### src/rtl/riscv_ctrl_pkg.sv
// Shared definitions for the multi-cycle RV32I control unit: FSM state
// encoding, opcodes, ALU operation codes and datapath select encodings.
package riscv_ctrl_pkg;

   typedef enum logic [3:0] {
      S_FETCH    = 4'd0,
      S_DECODE   = 4'd1,
      S_MEMADR   = 4'd2,
      S_MEMREAD  = 4'd3,
      S_MEMWB    = 4'd4,
      S_MEMWRITE = 4'd5,
      S_EXECUTER = 4'd6,
      S_ALUWB    = 4'd7,
      S_EXECUTEI = 4'd8,
      S_JAL      = 4'd9,
      S_BEQ      = 4'd10
   } state_t;

   localparam logic [6:0] OP_LW     = 7'b0000011;
   localparam logic [6:0] OP_SW     = 7'b0100011;
   localparam logic [6:0] OP_R      = 7'b0110011;
   localparam logic [6:0] OP_I      = 7'b0010011;
   localparam logic [6:0] OP_JAL    = 7'b1101111;
   localparam logic [6:0] OP_BRANCH = 7'b1100011;

   localparam logic [2:0] ALUC_ADD = 3'b000;
   localparam logic [2:0] ALUC_SUB = 3'b001;
   localparam logic [2:0] ALUC_AND = 3'b010;
   localparam logic [2:0] ALUC_OR  = 3'b110;
   localparam logic [2:0] ALUC_SLT = 3'b101;

   localparam logic [1:0] ALUOP_ADD   = 2'b00;
   localparam logic [1:0] ALUOP_SUB   = 2'b01;
   localparam logic [1:0] ALUOP_FUNCT = 2'b10;

   localparam logic [1:0] RES_ALUOUT    = 2'b00;
   localparam logic [1:0] RES_DATA      = 2'b01;
   localparam logic [1:0] RES_ALURESULT = 2'b10;

   localparam logic [1:0] SRCA_PC    = 2'b00;
   localparam logic [1:0] SRCA_OLDPC = 2'b01;
   localparam logic [1:0] SRCA_RS1   = 2'b10;

   localparam logic [1:0] SRCB_RS2  = 2'b00;
   localparam logic [1:0] SRCB_IMM  = 2'b01;
   localparam logic [1:0] SRCB_FOUR = 2'b10;

   localparam logic [1:0] IMM_I = 2'b00;
   localparam logic [1:0] IMM_S = 2'b01;
   localparam logic [1:0] IMM_B = 2'b10;
   localparam logic [1:0] IMM_J = 2'b11;

   // Immediate format implied by the opcode; unknown opcodes fall back to I.
   function automatic logic [1:0] imm_src_for(input logic [6:0] op);
      case (op)
         OP_SW:     return IMM_S;
         OP_BRANCH: return IMM_B;
         OP_JAL:    return IMM_J;
         default:   return IMM_I;
      endcase
   endfunction

endpackage

### src/rtl/alu_decoder.sv
// ALU decoder: maps the FSM's ALUOp request plus instruction fields onto the
// 3-bit ALUControl code consumed directly by the ALU.
module alu_decoder
   import riscv_ctrl_pkg::*;
(
   input  logic [1:0] ALUOp,
   input  logic [2:0] funct3,
   input  logic       op5,
   input  logic       funct7b5,
   output logic [2:0] ALUControl
);

   // Subtraction only for R-type with funct7[5] set; addi never subtracts.
   always_comb begin
      ALUControl = ALUC_ADD;
      case (ALUOp)
         ALUOP_ADD: ALUControl = ALUC_ADD;
         ALUOP_SUB: ALUControl = ALUC_SUB;
         ALUOP_FUNCT: begin
            case (funct3)
               3'b000:  ALUControl = (op5 & funct7b5) ? ALUC_SUB : ALUC_ADD;
               3'b010:  ALUControl = ALUC_SLT;
               3'b110:  ALUControl = ALUC_OR;
               3'b111:  ALUControl = ALUC_AND;
               default: ALUControl = ALUC_ADD;
            endcase
         end
         default: ALUControl = ALUC_ADD;
      endcase
   end

endmodule

### src/rtl/multicycle_controller.sv
// Multi-cycle RV32I control unit: Moore main FSM, ImmSrc decode and ALU
// decoder instance. Optional macro CONTROLLER_BNE_EN adds bne support
// (branch condition becomes Zero XOR funct3[0]).
//
// state     | meaning
// ----------+----------------------------------------------------
// FETCH     | read instruction, latch IR/OldPC, PC <= PC + 4
// DECODE    | read registers, precompute branch/jump target
// MEMADR    | compute load/store address rs1 + imm
// MEMREAD   | read data memory at ALUOut
// MEMWB     | write loaded data to rd
// MEMWRITE  | write rs2 to data memory at ALUOut
// EXECUTER  | R-type ALU operation on rs1, rs2
// ALUWB     | write ALUOut to rd
// EXECUTEI  | I-type ALU operation on rs1, imm
// JAL       | PC <= target, ALU forms return address OldPC + 4
// BEQ       | compare rs1 - rs2, redirect PC when taken
module multicycle_controller
   import riscv_ctrl_pkg::*;
(
   input  logic       clk,
   input  logic       reset,
   input  logic [6:0] op,
   input  logic [2:0] funct3,
   input  logic       funct7b5,
   input  logic       Zero,
   output logic       PCWrite,
   output logic       AdrSrc,
   output logic       MemWrite,
   output logic       IRWrite,
   output logic       RegWrite,
   output logic [1:0] ResultSrc,
   output logic [1:0] ALUSrcA,
   output logic [1:0] ALUSrcB,
   output logic [1:0] ImmSrc,
   output logic [2:0] ALUControl,
   output logic       Illegal,
   output logic [3:0] State
);

   state_t     state_q;
   state_t     state_next;

   logic       pc_update;
   logic       branch;
   logic       adr_src;
   logic       mem_write;
   logic       ir_write;
   logic       reg_write;
   logic [1:0] result_src;
   logic [1:0] src_a;
   logic [1:0] src_b;
   logic [1:0] alu_op;
   logic [2:0] alu_control;
   logic       decode_illegal;
   logic       branch_cond;
   logic       branch_legal;

`ifdef CONTROLLER_BNE_EN
   assign branch_cond  = Zero ^ funct3[0];
   assign branch_legal = (funct3 == 3'b000) || (funct3 == 3'b001);
`else
   assign branch_cond  = Zero;
   assign branch_legal = 1'b1;
`endif

   // State register; reset aborts any instruction in flight.
   always_ff @(posedge clk) begin
      if (reset) state_q <= S_FETCH;
      else       state_q <= state_next;
   end

   // Next-state selection; an unsupported opcode returns straight to FETCH.
   always_comb begin
      state_next     = state_q;
      decode_illegal = 1'b0;
      case (state_q)
         S_FETCH: state_next = S_DECODE;
         S_DECODE: begin
            case (op)
               OP_LW, OP_SW: state_next = S_MEMADR;
               OP_R:         state_next = S_EXECUTER;
               OP_I:         state_next = S_EXECUTEI;
               OP_JAL:       state_next = S_JAL;
               OP_BRANCH: begin
                  if (branch_legal) begin
                     state_next = S_BEQ;
                  end else begin
                     state_next     = S_FETCH;
                     decode_illegal = 1'b1;
                  end
               end
               default: begin
                  state_next     = S_FETCH;
                  decode_illegal = 1'b1;
               end
            endcase
         end
         S_MEMADR:   state_next = (op == OP_LW) ? S_MEMREAD : S_MEMWRITE;
         S_MEMREAD:  state_next = S_MEMWB;
         S_MEMWB:    state_next = S_FETCH;
         S_MEMWRITE: state_next = S_FETCH;
         S_EXECUTER: state_next = S_ALUWB;
         S_EXECUTEI: state_next = S_ALUWB;
         S_ALUWB:    state_next = S_FETCH;
         S_JAL:      state_next = S_ALUWB;
         S_BEQ:      state_next = S_FETCH;
         default:    state_next = S_FETCH;
      endcase
   end

   // Moore output decode; anything a state does not name stays 0.
   always_comb begin
      pc_update  = 1'b0;
      branch     = 1'b0;
      adr_src    = 1'b0;
      mem_write  = 1'b0;
      ir_write   = 1'b0;
      reg_write  = 1'b0;
      result_src = RES_ALUOUT;
      src_a      = SRCA_PC;
      src_b      = SRCB_RS2;
      alu_op     = ALUOP_ADD;
      case (state_q)
         S_FETCH: begin
            ir_write   = 1'b1;
            src_b      = SRCB_FOUR;
            result_src = RES_ALURESULT;
            pc_update  = 1'b1;
         end
         S_DECODE: begin
            src_a = SRCA_OLDPC;
            src_b = SRCB_IMM;
         end
         S_MEMADR: begin
            src_a = SRCA_RS1;
            src_b = SRCB_IMM;
         end
         S_MEMREAD: begin
            adr_src = 1'b1;
         end
         S_MEMWB: begin
            result_src = RES_DATA;
            reg_write  = 1'b1;
         end
         S_MEMWRITE: begin
            adr_src   = 1'b1;
            mem_write = 1'b1;
         end
         S_EXECUTER: begin
            src_a  = SRCA_RS1;
            src_b  = SRCB_RS2;
            alu_op = ALUOP_FUNCT;
         end
         S_EXECUTEI: begin
            src_a  = SRCA_RS1;
            src_b  = SRCB_IMM;
            alu_op = ALUOP_FUNCT;
         end
         S_ALUWB: begin
            reg_write = 1'b1;
         end
         S_JAL: begin
            src_a     = SRCA_OLDPC;
            src_b     = SRCB_FOUR;
            pc_update = 1'b1;
         end
         S_BEQ: begin
            src_a  = SRCA_RS1;
            src_b  = SRCB_RS2;
            alu_op = ALUOP_SUB;
            branch = 1'b1;
         end
         default: ;
      endcase
   end

   alu_decoder u_alu_decoder (
      .ALUOp      (alu_op),
      .funct3     (funct3),
      .op5        (op[5]),
      .funct7b5   (funct7b5),
      .ALUControl (alu_control)
   );

   // While reset is held every strobe and select is quiet, so nothing in the
   // datapath can be written during or right after an aborted instruction.
   always_comb begin
      if (reset) begin
         PCWrite    = 1'b0;
         AdrSrc     = 1'b0;
         MemWrite   = 1'b0;
         IRWrite    = 1'b0;
         RegWrite   = 1'b0;
         ResultSrc  = 2'b00;
         ALUSrcA    = 2'b00;
         ALUSrcB    = 2'b00;
         ImmSrc     = 2'b00;
         ALUControl = 3'b000;
         Illegal    = 1'b0;
      end else begin
         PCWrite    = pc_update | (branch & branch_cond);
         AdrSrc     = adr_src;
         MemWrite   = mem_write;
         IRWrite    = ir_write;
         RegWrite   = reg_write;
         ResultSrc  = result_src;
         ALUSrcA    = src_a;
         ALUSrcB    = src_b;
         ImmSrc     = imm_src_for(op);
         ALUControl = alu_control;
         Illegal    = decode_illegal;
      end
   end

   assign State = state_q;

endmodule

### config.mk
export PLATFORM = sky130hd
export DESIGN_NAME = multicycle_controller
export DESIGN_NICKNAME = d
export VERILOG_FILES = /design/src/rtl/riscv_ctrl_pkg.sv /design/src/rtl/alu_decoder.sv /design/src/rtl/multicycle_controller.sv
export SDC_FILE = /design/constraint.sdc
export NUM_CORES = 1
export LEC_CHECK = 0
export ABC_AREA = 0
export BUFFER_PORTS_ARGS = -buffer_cell sky130_fd_sc_hd__buf_2
export CAP_MARGIN = 20
export CORE_MARGIN = 5
export CORE_UTILIZATION = 40
export DETAILED_ROUTE_END_ITERATION = 10
export PLACE_DENSITY = 0.73
export SLEW_MARGIN = 20
export SYNTH_ARGS = -nofsm -noshare
export SYNTH_HDL_FRONTEND = slang
export SYNTH_HIERARCHICAL = 1
export SYNTH_SLANG_ARGS = --single-unit
### constraint.sdc
create_clock -name clk -period 2.7 [get_ports clk]
set_input_delay 0.135 -clock clk [delete_from_list [all_inputs] [get_ports clk]]
set_output_delay 0.135 -clock clk [all_outputs]
set_load 0.005 [all_outputs]
==> flow_metrics.env <==
export IMPL_status="finished clean"
export IMPL_synth_top_cell_area_share=0.1283
export IMPL_reg2reg_depth=5
export IMPL_setup_tns_ns=0
export IMPL_yosys_area_share_simple=0.4609
export IMPL_post_synth_main_area_contributors="dfxtp_1 13%, nor3_1 7.2%, nand2b_1 5.0%"
export IMPL_port_buffers=34
export IMPL_synth_compound_area_frac=0.2325
export IMPL_synth_seq_area_share=0.1283
export IMPL_final_cell_mix="34 x buf_2, 9 x nor3_1, 6 x inv_1, 6 x nor2_1"
export IMPL_timing_final_crit_share=0.9272
export IMPL_synth_nets=105
export IMPL_gr_total_overflow=0
export IMPL_drc=0
export IMPL_cp_slowest_cell="or4b_1"
export IMPL_die_w_um=49.51
export IMPL_final_common_cell="buf_2"
export IMPL_dpl_hpwl_mm=1.358
export IMPL_multi_input_area_um2=488.0
export IMPL_peakVddDrop_mv=0.2822
export IMPL_numCtsBuffers=3
export IMPL_fin_hold_ws_ns=0.1933
export IMPL_cts_tree="built"
export IMPL_path_buf_inv=1
export IMPL_ant_nets=0
export IMPL_drt_initial_drc_count=14
export IMPL_cts_setup_buffers=0
export IMPL_slowest_delay_ns=0.49
export IMPL_netlist_area_um2=624.3
export IMPL_design_die_area_um2=2451
export IMPL_vias=779
export IMPL_worst_setup_path_start_kind="register"
export IMPL_p_per_area_nw_per_um2=238.8
export IMPL_relSlewSlack=0.7644
export IMPL_dp_cells=136
export IMPL_arrival_ns=2.37
export IMPL_postCtsHoldBufs=0
export IMPL_ys_flop_type="dfxtp_1"
export IMPL_p_leak_nw=0.3733
export IMPL_grt_pass1_wl_mm=2.849
export IMPL_crit_type="register to output port"
export IMPL_rsz0062_at_grt="no"
export IMPL_root_buffer="clkbuf_4"
export IMPL_setup_worst_path_end_class="output port"
export IMPL_chipHeight_um=49.51
export IMPL_clkLatencyLatePin_ns=0.23
export IMPL_tightest_slew_ns=0.3445
export IMPL_diodes=0
export IMPL_cts_sinks=4
export IMPL_crit_family="simple AND/OR/NAND/NOR gates"
export IMPL_antenna_found_initial=0
export IMPL_ys_types=43
export IMPL_vias_per_cell=5.604
export IMPL_synth_top_family_by_area="simple AND/OR/NAND/NOR gates"
export IMPL_synth_edf_count=0
export IMPL_maxSlewViolCount=0
export IMPL_synth_largest_area_cell="dfxtp_1"
export IMPL_ys_async_sr_fraction=0
export IMPL_detail_route_first_pass_iterations=4
export IMPL_ys_warn_count=6
export IMPL_ctsResizeCount=0
export IMPL_cp_depth=8
export IMPL_area_growth_syn_to_layout_pct=32.67
export IMPL_final_cells=139
export IMPL_grt_pass1_vias=683
export IMPL_timing_final_hold_violations=0
export IMPL_hp_class="primary input to register"
export IMPL_clockBufferDepth=2
export IMPL_clock_skew_ns=0.001566
export IMPL_path_cells="nand2b_1 -> or2_2 -> a21oi_2 -> ha_1 -> or4b_1 -> o22ai_1 -> nor2b_1 -> buf_2"
export IMPL_final_nets=141
export IMPL_fp_coreArea_um2=1489
export IMPL_avgRoutedWirePerCell_um=12.95
export IMPL_ioPinCount=35
export IMPL_h_tree_depth=1
export IMPL_synth_adder_area_share=0.04008
export IMPL_synthCells=89
export IMPL_wirelength_mm=1.800
export IMPL_synth_xor_area_frac=0.04208
export IMPL_fill_cells=137
export IMPL_fmax_mhz=399.4
export IMPL_avgSynthCellArea_um2=7.015
export IMPL_grt_max_degree=17
export IMPL_rows=14
export IMPL_holdPathStages=3
export IMPL_required_ns=2.57
export IMPL_start_util=0.4193
export IMPL_largest_register_ffs=4
export IMPL_synthMuxAreaShare=0
export IMPL_fin_crit_ns=2.504
export IMPL_track_usage=0.1390
export IMPL_globalplace_congestion=0.8349
export IMPL_maxCapViolCount=0
export IMPL_setup_violations=0
export IMPL_seq_area_um2=82.58
export IMPL_drive_above_1_share=0.3902
export IMPL_synth_seq_cells=4
export IMPL_path_max_fanout=15
export IMPL_cts_clk_slew_worst_paths_ns=0.04
where the power goes:
part	switching (W)	total, W	leakage [nW]	internal, W
Clock	0.0000249	0.0000747	0.0138	0.0000498
Sequential	0.00000109	0.0000620	0.0336	0.0000609
Combinational	0.0000342	0.0000611	0.326	0.0000269
Total	0.0000602	0.000198	0.373	0.000138
worst paths after layout:
check | from | to | slack (ns)
setup reg to reg | State[1] | State[1] | 1.20
hold reg to reg | State[2] | State[1] | 0.64
hold / removal | op[0] | State[3] | 0.19
setup / recovery | State[3] | ALUControl[0] | 0.20
worst min-delay path: stages:
cell,delay (ns)
buf_2,0.11
nand2_1,0.08
nor4bb_1,0.06
cell type report:
class | count | area share
repair buffers | 37 | 0.2326
flip-flops and latches | 4 | 0.09970
clock buffers | 3 | 0.02719
inverters | 6 | 0.02719
multi-input cells | 73 | 0.5891
well taps | 16 | 0.02417
synthesized netlist by cell type (2+ instances only):
cell type / n
clkbuf_1: 3
nand2b_1: 5
inv_1: 6
nor2_1: 6
nand4_1: 2
nor2b_1: 3
ha_1: 2
xor2_1: 3
nand2_1: 4
nor3_1: 9
a21oi_1: 6
dfxtp_1: 4
buf_4: 2
nor3b_1: 4
and3_1: 2
layer usage:
metal / global-route usage / vias to the layer above / part of all wire
met3: 0.06627 / 0 / 0.097
met1: 0.1745 / 350 / 0.46
met4: 0 / 0 / 0
li1: - / 396 / -
met2: 0.2296 / 33 / 0.44
met5: 0 / - / 0
cell families after synthesis:
group / after synthesis
AND/OR/NAND/NOR: 48
XOR/XNOR: 3
adder cells (fa/ha/maj): 2
flip-flops: 4
buffers and inverters: 12
AO/OA/AOI/OAI: 20
stage by stage:
step                  power, W  setup slack (ns)  cell area [um2]    util
finish               0.0001978            0.1964            828.3  0.5563
global route         0.0002154           0.01509            828.3  0.5563
CTS                  0.0002014           0.03794            822.0  0.5521
detailed placement   0.0001227            0.3125            799.5  0.5370
global placement     0.0001223            0.3970            799.5  0.5370
floorplan           0.00009497            0.6525            624.3       -
Power figures use the tool's default switching activity.
